--- config.mk ---
export PLATFORM = sky130hd
export DESIGN_NAME = ppu_layer_compositor
export DESIGN_NICKNAME = d
export VERILOG_FILES = /design/src/rtl/ppu_layer_compositor.sv
export SDC_FILE = /design/constraint.sdc
export NUM_CORES = 1
export LEC_CHECK = 0
export BUFFER_PORTS_ARGS = -buffer_cell sky130_fd_sc_hd__buf_4
export CAP_MARGIN = 40
export CORE_MARGIN = 3
export CORE_UTILIZATION = 60
export CTS_BUF_LIST = sky130_fd_sc_hd__clkbuf_4
export CTS_CLUSTER_SIZE = 12
export DETAILED_ROUTE_END_ITERATION = 7
export PLACE_DENSITY_LB_ADDON = 0.15
export SYNTH_ARGS = -nofsm -noshare
export SYNTH_HDL_FRONTEND = slang
export SYNTH_SLANG_ARGS = --single-unit
export TNS_END_PERCENT = 50
--- constraint.sdc ---
create_clock -name clk_25p2MHz -period 9.6 [get_ports clk_25p2MHz]
set_input_delay 1.92 -clock clk_25p2MHz [delete_from_list [all_inputs] [get_ports clk_25p2MHz]]
set_output_delay 1.92 -clock clk_25p2MHz [all_outputs]
set_load 0.01 [all_outputs]
--- src/rtl/ppu_layer_compositor.sv ---
// PPU pixel path: VGA raster timing, scaled game coordinates for the layer renderers,
// priority compositing with per-layer colour keys, and a maskable two-source interrupt unit.
module ppu_layer_compositor #(
  parameter int   NUM_LAYERS = 4,
  parameter int   RGB_BIT    = 12,
  parameter int   POS_BIT    = 10,
  parameter int   LAYER_LAT  = 2,
  parameter int   H_ACTIVE   = 640,
  parameter int   H_FP       = 16,
  parameter int   H_SYNC     = 96,
  parameter int   H_BP       = 48,
  parameter int   V_ACTIVE   = 480,
  parameter int   V_FP       = 10,
  parameter int   V_SYNC     = 2,
  parameter int   V_BP       = 33,
  parameter logic SYNC_POL   = 1'b0
) (
  input  logic                          clk_25p2MHz,
  input  logic                          rst,
  input  logic [1:0]                    scale_mode,
  input  logic [POS_BIT-1:0]            win_x,
  input  logic [POS_BIT-1:0]            win_y,
  input  logic [POS_BIT-1:0]            win_w,
  input  logic [POS_BIT-1:0]            win_h,
  input  logic [NUM_LAYERS-1:0]         layer_en,
  input  logic [NUM_LAYERS*RGB_BIT-1:0] layer_key,
  input  logic [NUM_LAYERS*RGB_BIT-1:0] layer_rgb,
  input  logic [RGB_BIT-1:0]            bg_rgb,
  input  logic [RGB_BIT-1:0]            border_rgb,
  input  logic [POS_BIT-1:0]            irq_line,
  input  logic [1:0]                    irq_mask,
  input  logic [1:0]                    irq_ack,
  output logic [POS_BIT-1:0]            game_x,
  output logic [POS_BIT-1:0]            game_y,
  output logic                          game_win,
  output logic                          frame_start,
  output logic [1:0]                    irq_status,
  output logic                          irq,
  output logic                          hsync,
  output logic                          vsync,
  output logic [RGB_BIT-1:0]            rgb
);

  localparam int H_TOTAL = H_ACTIVE + H_FP + H_SYNC + H_BP;
  localparam int V_TOTAL = V_ACTIVE + V_FP + V_SYNC + V_BP;
  localparam logic [POS_BIT-1:0] H_LAST     = POS_BIT'(H_TOTAL - 1);
  localparam logic [POS_BIT-1:0] V_LAST     = POS_BIT'(V_TOTAL - 1);
  localparam logic [POS_BIT-1:0] H_ACT      = POS_BIT'(H_ACTIVE);
  localparam logic [POS_BIT-1:0] V_ACT      = POS_BIT'(V_ACTIVE);
  localparam logic [POS_BIT-1:0] H_ACT_LAST = POS_BIT'(H_ACTIVE - 1);
  localparam logic [POS_BIT-1:0] HS_START   = POS_BIT'(H_ACTIVE + H_FP);
  localparam logic [POS_BIT-1:0] HS_END     = POS_BIT'(H_ACTIVE + H_FP + H_SYNC);
  localparam logic [POS_BIT-1:0] VS_START   = POS_BIT'(V_ACTIVE + V_FP);
  localparam logic [POS_BIT-1:0] VS_END     = POS_BIT'(V_ACTIVE + V_FP + V_SYNC);
  localparam logic [POS_BIT:0]   ONE_W      = (POS_BIT+1)'(1);

  logic [POS_BIT-1:0]   h_cnt_r, v_cnt_r;
  logic [1:0]           scale_sh_r, scale_eff_s, shift_s;
  logic [POS_BIT-1:0]   win_x_sh_r, win_y_sh_r, win_w_sh_r, win_h_sh_r;
  logic [POS_BIT-1:0]   wx_s, wy_s, ww_s, wh_s;
  logic [POS_BIT-1:0]   low_mask_s, gx_s, gy_s;
  logic [POS_BIT:0]     x_end_s, y_end_s;
  logic                 frame_origin_s, active_s, in_x_s, in_y_s, win_s, last_s;
  logic                 hs_s, vs_s, raster_s;
  logic [POS_BIT-1:0]   game_x_r, game_y_r;
  logic                 we_evt_r, frame_start_r;
  logic [LAYER_LAT:0]   act_pipe_r, win_pipe_r, hs_pipe_r, vs_pipe_r;
  logic [RGB_BIT-1:0]   pick_s, pix_s, rgb_r;
  logic                 hsync_r, vsync_r, irq_r;
  logic [1:0]           irq_status_r, status_next_s;

  assign frame_origin_s = (h_cnt_r == '0) && (v_cnt_r == '0);

  // Raster counters.
  always_ff @(posedge clk_25p2MHz) begin
    if (rst) begin
      h_cnt_r <= '0;
      v_cnt_r <= '0;
    end else if (h_cnt_r == H_LAST) begin
      h_cnt_r <= '0;
      v_cnt_r <= (v_cnt_r == V_LAST) ? '0 : v_cnt_r + POS_BIT'(1);
    end else begin
      h_cnt_r <= h_cnt_r + POS_BIT'(1);
    end
  end

  // Frame shadow of scale and window; capture at the frame origin.
  always_ff @(posedge clk_25p2MHz) begin
    if (rst) begin
      scale_sh_r <= 2'b00;
      win_x_sh_r <= '0;
      win_y_sh_r <= '0;
      win_w_sh_r <= '0;
      win_h_sh_r <= '0;
    end else if (frame_origin_s) begin
      scale_sh_r <= scale_mode;
      win_x_sh_r <= win_x;
      win_y_sh_r <= win_y;
      win_w_sh_r <= win_w;
      win_h_sh_r <= win_h;
    end else begin
      scale_sh_r <= scale_sh_r;
      win_x_sh_r <= win_x_sh_r;
      win_y_sh_r <= win_y_sh_r;
      win_w_sh_r <= win_w_sh_r;
      win_h_sh_r <= win_h_sh_r;
    end
  end

  // Stage-0 geometry: the origin pixel already uses the values being captured.
  always_comb begin
    if (frame_origin_s) begin
      scale_eff_s = scale_mode;
      wx_s = win_x; wy_s = win_y; ww_s = win_w; wh_s = win_h;
    end else begin
      scale_eff_s = scale_sh_r;
      wx_s = win_x_sh_r; wy_s = win_y_sh_r; ww_s = win_w_sh_r; wh_s = win_h_sh_r;
    end
    case (scale_eff_s)
      2'd1:    begin shift_s = 2'd1; low_mask_s = POS_BIT'(1); end
      2'd2:    begin shift_s = 2'd2; low_mask_s = POS_BIT'(3); end
      default: begin shift_s = 2'd0; low_mask_s = '0;          end
    endcase
    gx_s     = h_cnt_r >> shift_s;
    gy_s     = v_cnt_r >> shift_s;
    x_end_s  = {1'b0, wx_s} + {1'b0, ww_s};
    y_end_s  = {1'b0, wy_s} + {1'b0, wh_s};
    active_s = (h_cnt_r < H_ACT) && (v_cnt_r < V_ACT);
    in_x_s   = ({1'b0, gx_s} >= {1'b0, wx_s}) && ({1'b0, gx_s} < x_end_s);
    in_y_s   = ({1'b0, gy_s} >= {1'b0, wy_s}) && ({1'b0, gy_s} < y_end_s);
    win_s    = active_s && in_x_s && in_y_s;
    last_s   = win_s && ({1'b0, gx_s} == x_end_s - ONE_W) && ({1'b0, gy_s} == y_end_s - ONE_W)
               && ((h_cnt_r & low_mask_s) == low_mask_s) && ((v_cnt_r & low_mask_s) == low_mask_s);
    hs_s     = (h_cnt_r >= HS_START) && (h_cnt_r < HS_END);
    vs_s     = (v_cnt_r >= VS_START) && (v_cnt_r < VS_END);
    raster_s = (h_cnt_r == H_ACT_LAST) && (v_cnt_r == irq_line);
  end

  // Stage-0 outputs and the delay lines that meet the returning layer colours.
  always_ff @(posedge clk_25p2MHz) begin
    if (rst) begin
      game_x_r      <= '0;
      game_y_r      <= '0;
      we_evt_r      <= 1'b0;
      frame_start_r <= 1'b0;
      act_pipe_r    <= '0;
      win_pipe_r    <= '0;
      hs_pipe_r     <= '0;
      vs_pipe_r     <= '0;
    end else begin
      game_x_r      <= gx_s;
      game_y_r      <= gy_s;
      we_evt_r      <= last_s;
      frame_start_r <= frame_origin_s;
      act_pipe_r[0] <= active_s;
      win_pipe_r[0] <= win_s;
      hs_pipe_r[0]  <= hs_s;
      vs_pipe_r[0]  <= vs_s;
      for (int i = 1; i <= LAYER_LAT; i++) begin
        act_pipe_r[i] <= act_pipe_r[i-1];
        win_pipe_r[i] <= win_pipe_r[i-1];
        hs_pipe_r[i]  <= hs_pipe_r[i-1];
        vs_pipe_r[i]  <= vs_pipe_r[i-1];
      end
    end
  end

  // Priority select: scanning downward leaves the lowest opaque enabled layer.
  always_comb begin
    pick_s = bg_rgb;
    for (int i = NUM_LAYERS - 1; i >= 0; i--) begin
      if (layer_en[i] && (layer_rgb[i*RGB_BIT +: RGB_BIT] != layer_key[i*RGB_BIT +: RGB_BIT])) begin
        pick_s = layer_rgb[i*RGB_BIT +: RGB_BIT];
      end else begin
        pick_s = pick_s;
      end
    end
    if (!act_pipe_r[LAYER_LAT]) begin
      pix_s = '0;
    end else if (!win_pipe_r[LAYER_LAT]) begin
      pix_s = border_rgb;
    end else begin
      pix_s = pick_s;
    end
  end

  // Interrupt status: new events take precedence over acknowledge.
  always_comb begin
    status_next_s[0] = we_evt_r | (irq_status_r[0] & ~irq_ack[0]);
    status_next_s[1] = raster_s | (irq_status_r[1] & ~irq_ack[1]);
  end

  // Registered pixel, sync and interrupt outputs.
  always_ff @(posedge clk_25p2MHz) begin
    if (rst) begin
      rgb_r        <= '0;
      hsync_r      <= ~SYNC_POL;
      vsync_r      <= ~SYNC_POL;
      irq_status_r <= 2'b00;
      irq_r        <= 1'b0;
    end else begin
      rgb_r        <= pix_s;
      hsync_r      <= hs_pipe_r[LAYER_LAT] ? SYNC_POL : ~SYNC_POL;
      vsync_r      <= vs_pipe_r[LAYER_LAT] ? SYNC_POL : ~SYNC_POL;
      irq_status_r <= status_next_s;
      irq_r        <= |(status_next_s & irq_mask);
    end
  end

  assign game_x      = game_x_r;
  assign game_y      = game_y_r;
  assign game_win    = win_pipe_r[0];
  assign frame_start = frame_start_r;
  assign irq_status  = irq_status_r;
  assign irq         = irq_r;
  assign hsync       = hsync_r;
  assign vsync       = vsync_r;
  assign rgb         = rgb_r;

endmodule

; ---- Word-level counts from Yosys, hierarchy flattened
; Index checks and enable logic that the tools add are counted.
[totals]
ff_bits = 113
inputBits = 182
[op_classes]
bitwise_logic = 10
mux = 15
n_lt_le_gt_ge = 10
add_sub_neg = 6
eq_ne = 14
reduce_logical = 22
shifts = 2
[ops]
columns = operator, n
row1 = 2-to-1 mux 12 bit, 5
row2 = 2-to-1 mux 10 bit, 5
row3 = inequality test 12 bit, 4
row4 = equality test 10 bit, 3
row5 = "equality test 10 bit, second input constant", 3
row6 = adder 10 x 10 -> 11 bit, 2
row7 = equality test 10 x 11 -> 1 bit, 2
row8 = < comparator 10 x 11 -> 1 bit, 2
row9 = "subtractor 11 x 1 -> 11 bit, second input constant", 2
row10 = "adder 10 x 1 -> 10 bit, second input constant", 2
row11 = bitwise AND 10 bit, 2
row12 = >= comparator 10 bit, 2
row13 = logical NOT 10 bit, 2
row14 = "< comparator 10 bit, second input constant", 2
row15 = "< comparator 10 x 9 -> 1 bit, second input constant", 2
row16 = >> shifter 10 x 2 -> 10 bit, 2
row17 = logical AND 1 bit, 17
row18 = ">= comparator 10 bit, second input constant", 1
row19 = ">= comparator 10 x 9 -> 1 bit, second input constant", 1
row20 = case mux 2 bit (2 select lines), 2
row21 = OR reduction 2 bit, 3
row22 = NOT 1 bit, 3
row23 = bitwise AND 1 bit, 2
row24 = bitwise AND 2 bit, 1
row25 = 5 further kinds, 7

; ---- Longest topological paths before layout
[logic_depth]
depth_word = 14
ltp_mapped = 28
depth_no_buf = 23

; ---- Worst setup path before layout
; No wires, ideal clock.
[synth_path]
path_type = input to register
from = input scale_mode[0]
to = register we_evt_r
path_buffers = 2
setup_time_ps = 130
t_required_ps = 9470
setup_slack_ps = 4006
arrival_ps = 5464
stages = 18
path_cell_list = mux2i_1 > ha_1 > clkbuf_1 > buf_1 > mux2_2 > mux2i_1 > inv_1 > ha_1 > o21a_1 > o21ai_0 > nand2b_1 > a21oi_1 > maj3_1 > a311oi_1 > a311oi_1 > maj3_1 > o21ai_0 > a2111oi_2
[synth_between]
elab_chain_len = 12
[synth_lines]
columns = item, line
row1 = start: declaration, 20  ; input logic [1:0] scale_mode,
row2 = 2-to-1 mux 2 bit *, n/a
row3 = equality test 2 bit / equality test 2 x 1 -> 1 bit (equally long branches), 119  ; case (scale_eff_s)
row4 = case mux 2 bit (2 select lines) *, 119
row5 = >> shifter 10 x 2 -> 10 bit *, 124  ; gx_s = h_cnt_r >> shift_s;
row6 = via gx_s[2], 61  ; logic [POS_BIT-1:0] low_mask_s, gx_s, gy_s;
row7 = < comparator 10 x 11 -> 1 bit / >= comparator 10 bit (equally long branches), 129  ; in_x_s = ({1'b0, gx_s} >= {1'b0, wx_s}) && ({1'b0, gx_s} < x_end_s);
row8 = logical AND 1 bit, 129
row9 = logical AND 1 bit (2 in a row), 131  ; win_s = active_s && in_x_s && in_y_s;
row10 = logical AND 1 bit * (2 in a row), 132  ; last_s = win_s && ({1'b0, gx_s} == x_end_s - ONE_W) && ({1'b0, gy_s} == y_end_s - ONE_W)
row11 = logical AND 1 bit * (2 in a row), 133  ; && ((h_cnt_r & low_mask_s) == low_mask_s) && ((v_cnt_r & low_mask_s) == low_mask_s);
row12 = end signal: assignment, 153  ; we_evt_r <= last_s;
row13 = end: declaration, 66  ; logic we_evt_r, frame_start_r;
; Mark *: on every way through the listed nets, which the timed path passes. The rest lies on a longest branch.
; A chain may end at the register's enable or synchronous reset.

; ---- Worst setup path in the final report
[layout_path]
from = register v_cnt_r[4]
to = register we_evt_r
[layout_lines]
columns = item, line
row1 = start: declaration, 57  ; logic [POS_BIT-1:0] h_cnt_r, v_cnt_r;
row2 = start signal: assignment, 81  ; v_cnt_r <= (v_cnt_r == V_LAST) ? '0 : v_cnt_r + POS_BIT'(1);
row3 = logical NOT 10 bit *, 72  ; assign frame_origin_s = (h_cnt_r == '0) && (v_cnt_r == '0);
row4 = logical AND 1 bit *, 72
row5 = 2-to-1 mux 10 bit *, n/a
row6 = via wy_s[2], 60  ; logic [POS_BIT-1:0] wx_s, wy_s, ww_s, wh_s;
row7 = "parallel branches: the longest is 5 deep, another holds adder 10 x 10 -> 11 bit", n/a
row8 = logical AND 1 bit *, 132
row9 = logical AND 1 bit * (2 in a row), 133
; Mark *: on every way through the listed nets, which the timed path passes.

==> impl_metrics.csv <==
group,metric,value,unit
worst_setup_path,ff2ff_setup_slack,3500,ps
floorplan,die_h,124.5,µm
sta,post-route-period-util,63.52,%
global_routing,antenna_found_initial,4,
sta,rsz0062_at_grt,"false",
placed_design,place_area,10160,µm²
placed_design,port-buffer-count,220,
placed_design,hpwl,20760,µm
clock_tree,ctsResizeCount,0,
min_path,hold_path.class,"reg2reg",
worst_setup_path,cp_slowest_cell,"or4_4",
synth,synth_seq_cells,113,
floorplan,fp.dieW,124.5,µm
sta,fmaxAchievable,164.0,MHz
synth,seq_area_frac_synth,26.84,%
route,drt_iter0_drc,540,
worst_setup_path,cpPeakStageDelay,570,ps
worst_setup_path,cp_cell_sequence,"or4_4 -> or3b_1 -> nor2_2 -> buf_4 -> mux2i_1 -> inv_1 -> ha_1 -> or3_2 -> or3_1 -> o32ai_1 -> xor2_1 -> ha_1 -> o21ai_0 -> a21oi_1 -> o221ai_1 -> a21oi_1 -> a2111oi_0 -> o21ai_0 -> a2111oi_2",
worst_setup_path,rr_endpoint,"we_evt_r",
synth,synth_top_family_by_area,"simple AND/OR/NAND/NOR gates",
sta,maxSlewViolCount,0,
layout,design_area,10470,µm²
route,routedWlPerCell,18.08,µm
synth,synth_fa_ha_area_share,9.590,%
synth,syn_area_per_cell,8.065,µm²
sta,finalHoldViolCount,0,
route,wl,26060,µm
worst_setup_path,rr_worst_depth,19,
synth,synth.distinct_cells,80,
worst_setup_path,worst_setup_path_start_kind,"flip-flop",
synth,syn-num-nets,1286,
route,dr.pass1.iters,5,
power_and_ir_drop,peakVddDrop,0.1573,mV
power_and_ir_drop,leakagePower,4.979,nW
route,ant_nets,0,
worst_setup_path,crit_required,10050,ps
layout,area_delta_synth_final,24.27,%
clock_tree,clk_pin_slew,120,ps
floorplan,initial_core_util,62.41,%
route,vias_per_cell,5.726,
worst_setup_path,crit_path_end,"we_evt_r",
synth,synth-simple-area-share,20.75,%
layout,finish.utilization,77.55,%
floorplan,rows,42,
sta,period_needed,6098,ps
worst_setup_path,cp_max_fo,34,
clock_tree,postCtsHoldBufs,0,
global_routing,overflow,0,
worst_setup_path,crit_path_end_kind,"flip-flop",
global_routing,grt_pass1_vias,8105,
floorplan,die-area,15510,µm²
synth,synth_xor_area_share,12.08,%
synth,synthCells,1045,
sta,finClkSkew,17.43,ps
job,cap_violations,0,
global_routing,grt_max_degree,80,
clock_tree,numCtsBuffers,17,
synth,netlist_area,8428,µm²
sta,finalSetupTns,0,ps
power_and_ir_drop,pwr_density_cell,154.8,nW/µm²
worst_setup_path,arrival,6550,ps
synth,synthArstFlopShare,0,%
floorplan,coreArea,13510,µm²
worst_setup_path,crit_type,"reg2reg",
layout,fin_nets,1489,
route,vias,8251,
run_status,status,"completed",
clock_tree,clock_latency,560,ps
layout,drive_above_1_share,23.71,%
global_routing,grt_pass1_wl,41550,µm
global_routing,grt.total_usage,32.95,%
sta,slew_headroom,43.67,%
worst_setup_path,r2r_start,"v_cnt_r[4]",
floorplan,ios,221,
route,drc,0,
synth,synth_edf_count,0,
placed_design,routabilityCongestion,0.9813,
clock_tree,cts.sinks,113,
synth,synth_warnings,0,
sta,finalSetupViolations,0,
worst_setup_path,crit_start,"v_cnt_r[4]",
synth,synth.area.mux_share,10.41,%
clock_tree,postCtsSetupRepairBufs,0,
clock_tree,root_buffer,"clkbuf_4",
clock_tree,max-clock-path-buffers,2,
clock_tree,tritoncts,"done",
clock_tree,cts_max_level,4,
synth,synth_compound_area_share,15.22,%
synth,synth-main-ff-cell,"dfxtp_1",
sta,worst_slew_pin_slew,844.9,ps
## state kept, by name, summed over array words and instances (netlist names)
signal / flops
h_cnt_r: 10
we_evt_r: 1
rgb: 12
v_cnt_r: 10
win_x_sh_r: 10
win_pipe_r: 3
hs_pipe_r: 3
win_y_sh_r: 10
game_x: 10
act_pipe_r: 3
hsync: 1
irq_status: 2
vs_pipe_r: 3
frame_start: 1
irq: 1
vsync: 1
win_h_sh_r: 10
scale_sh_r: 2
game_y: 10
win_w_sh_r: 10
## cells in the final DEF (no fill, tap or decap), drive strengths merged, types with 38 or more instances in the layout
master,instances
mux2i,70
dfxtp,113
o21ai,38
ha,59
inv,60
nand2,114
xnor2,77
buf,228
nor2,120
a21oi,89
## layout make-up
cell class / instances / area [µm²]
fill: 1005 / 3032
tap: 176 / 220.2
sequential: 113 / 2262
clock inverter: 15 / 175.2
inverter: 55 / 206.4
antenna: 4 / 10.01
clock buffer: 17 / 127.6
timing repair buffer: 228 / 1717
multi-input combinational: 833 / 5756
## metal layers
metal	vias to the layer above	global-route usage (%)	wire length [µm]	part of all wire, %
li1	4071	-	-	-
met1	3776	39.62	10550	40
met2	335	56.62	12740	49
met3	69	6.046	1597	6.1
met4	0	15.80	1178	4.5
met5	-	0	0	0
## Yosys cell counts (4+ instances only)
cell,instances,area share (%)
nor2_1,119,5.3
dfxtp_1,113,27
nand2_1,112,5.0
a21oi_1,88,5.2
xnor2_1,77,8.0
mux2i_1,70,8.3
ha_1,59,8.8
inv_1,54,2.4
o21ai_0,36,2.1
xor2_1,34,3.5
clkbuf_1,30,1.3
nand4_1,23,1.7
nand3_1,19,1.1
nor3_1,15,0.89
nor2b_1,13,0.96
and2_1,12,0.89
a21o_1,11,0.98
o21a_1,10,0.89
or3_1,10,0.74
mux2_2,9,1.2
a211oi_1,8,0.71
nand2b_1,8,0.59
nor4_1,8,0.59
maj3_1,7,0.83
o31ai_1,6,0.53
buf_1,5,0.22
a31oi_1,4,0.30
or2_2,4,0.30
## stage by stage
stage          cells  hold WS, ps  setup WS (ps)  total power, mW
3_3_place_gp    1403        359.8           3469            1.234
5_1_grt         1441        415.3           2954            1.734
3_5_place_dp    1405        363.5           3520            1.246
2_1_floorplan   1045        355.9           4006            1.035
4_1_cts         1437        391.7           3529            1.619
6_report        1441        387.7           3502            1.621
## cell families (layout without fill, tap and decap cells)
family,Yosys count,in the layout
AND/OR/NAND/NOR,368,368
adder cells (fa/ha/maj),66,66
other,0,4
AO/OA/AOI/OAI,204,204
multiplexers,82,82
XOR/XNOR,113,113
flip-flops,113,113
buffers and inverters,99,315
## critical path: cells and delay by family (launching register included)
kind / cells / cell delay [ps]
buffers and inverters: 2 / 450
xor gates and xnor gates: 1 / 340
AOI/OAI and AO/OA: 8 / 1580
DFF: 1 / 410
muxes: 1 / 460
and+or+nand+nor: 5 / 2160
adders and majority gates: 2 / 570
## power breakdown
group          leakage, nW  internal (mW)  switching (mW)
registers            0.921          0.493          0.0112
logic                 3.90          0.326           0.418
clock network        0.154          0.162           0.211
## worst min-delay path by stage
stage,slack [ps],cells past startpoint,start,to
after floorplan,360,1,hs_pipe_r[2],hsync
after global placement,360,1,hs_pipe_r[2],hsync
after detailed placement,360,1,vs_pipe_r[2],vsync
after CTS,390,1,vs_pipe_r[2],vsync
after global routing,420,1,hs_pipe_r[2],hsync
final,390,1,vs_pipe_r[2],vsync
(Power assumes the default switching activity.)
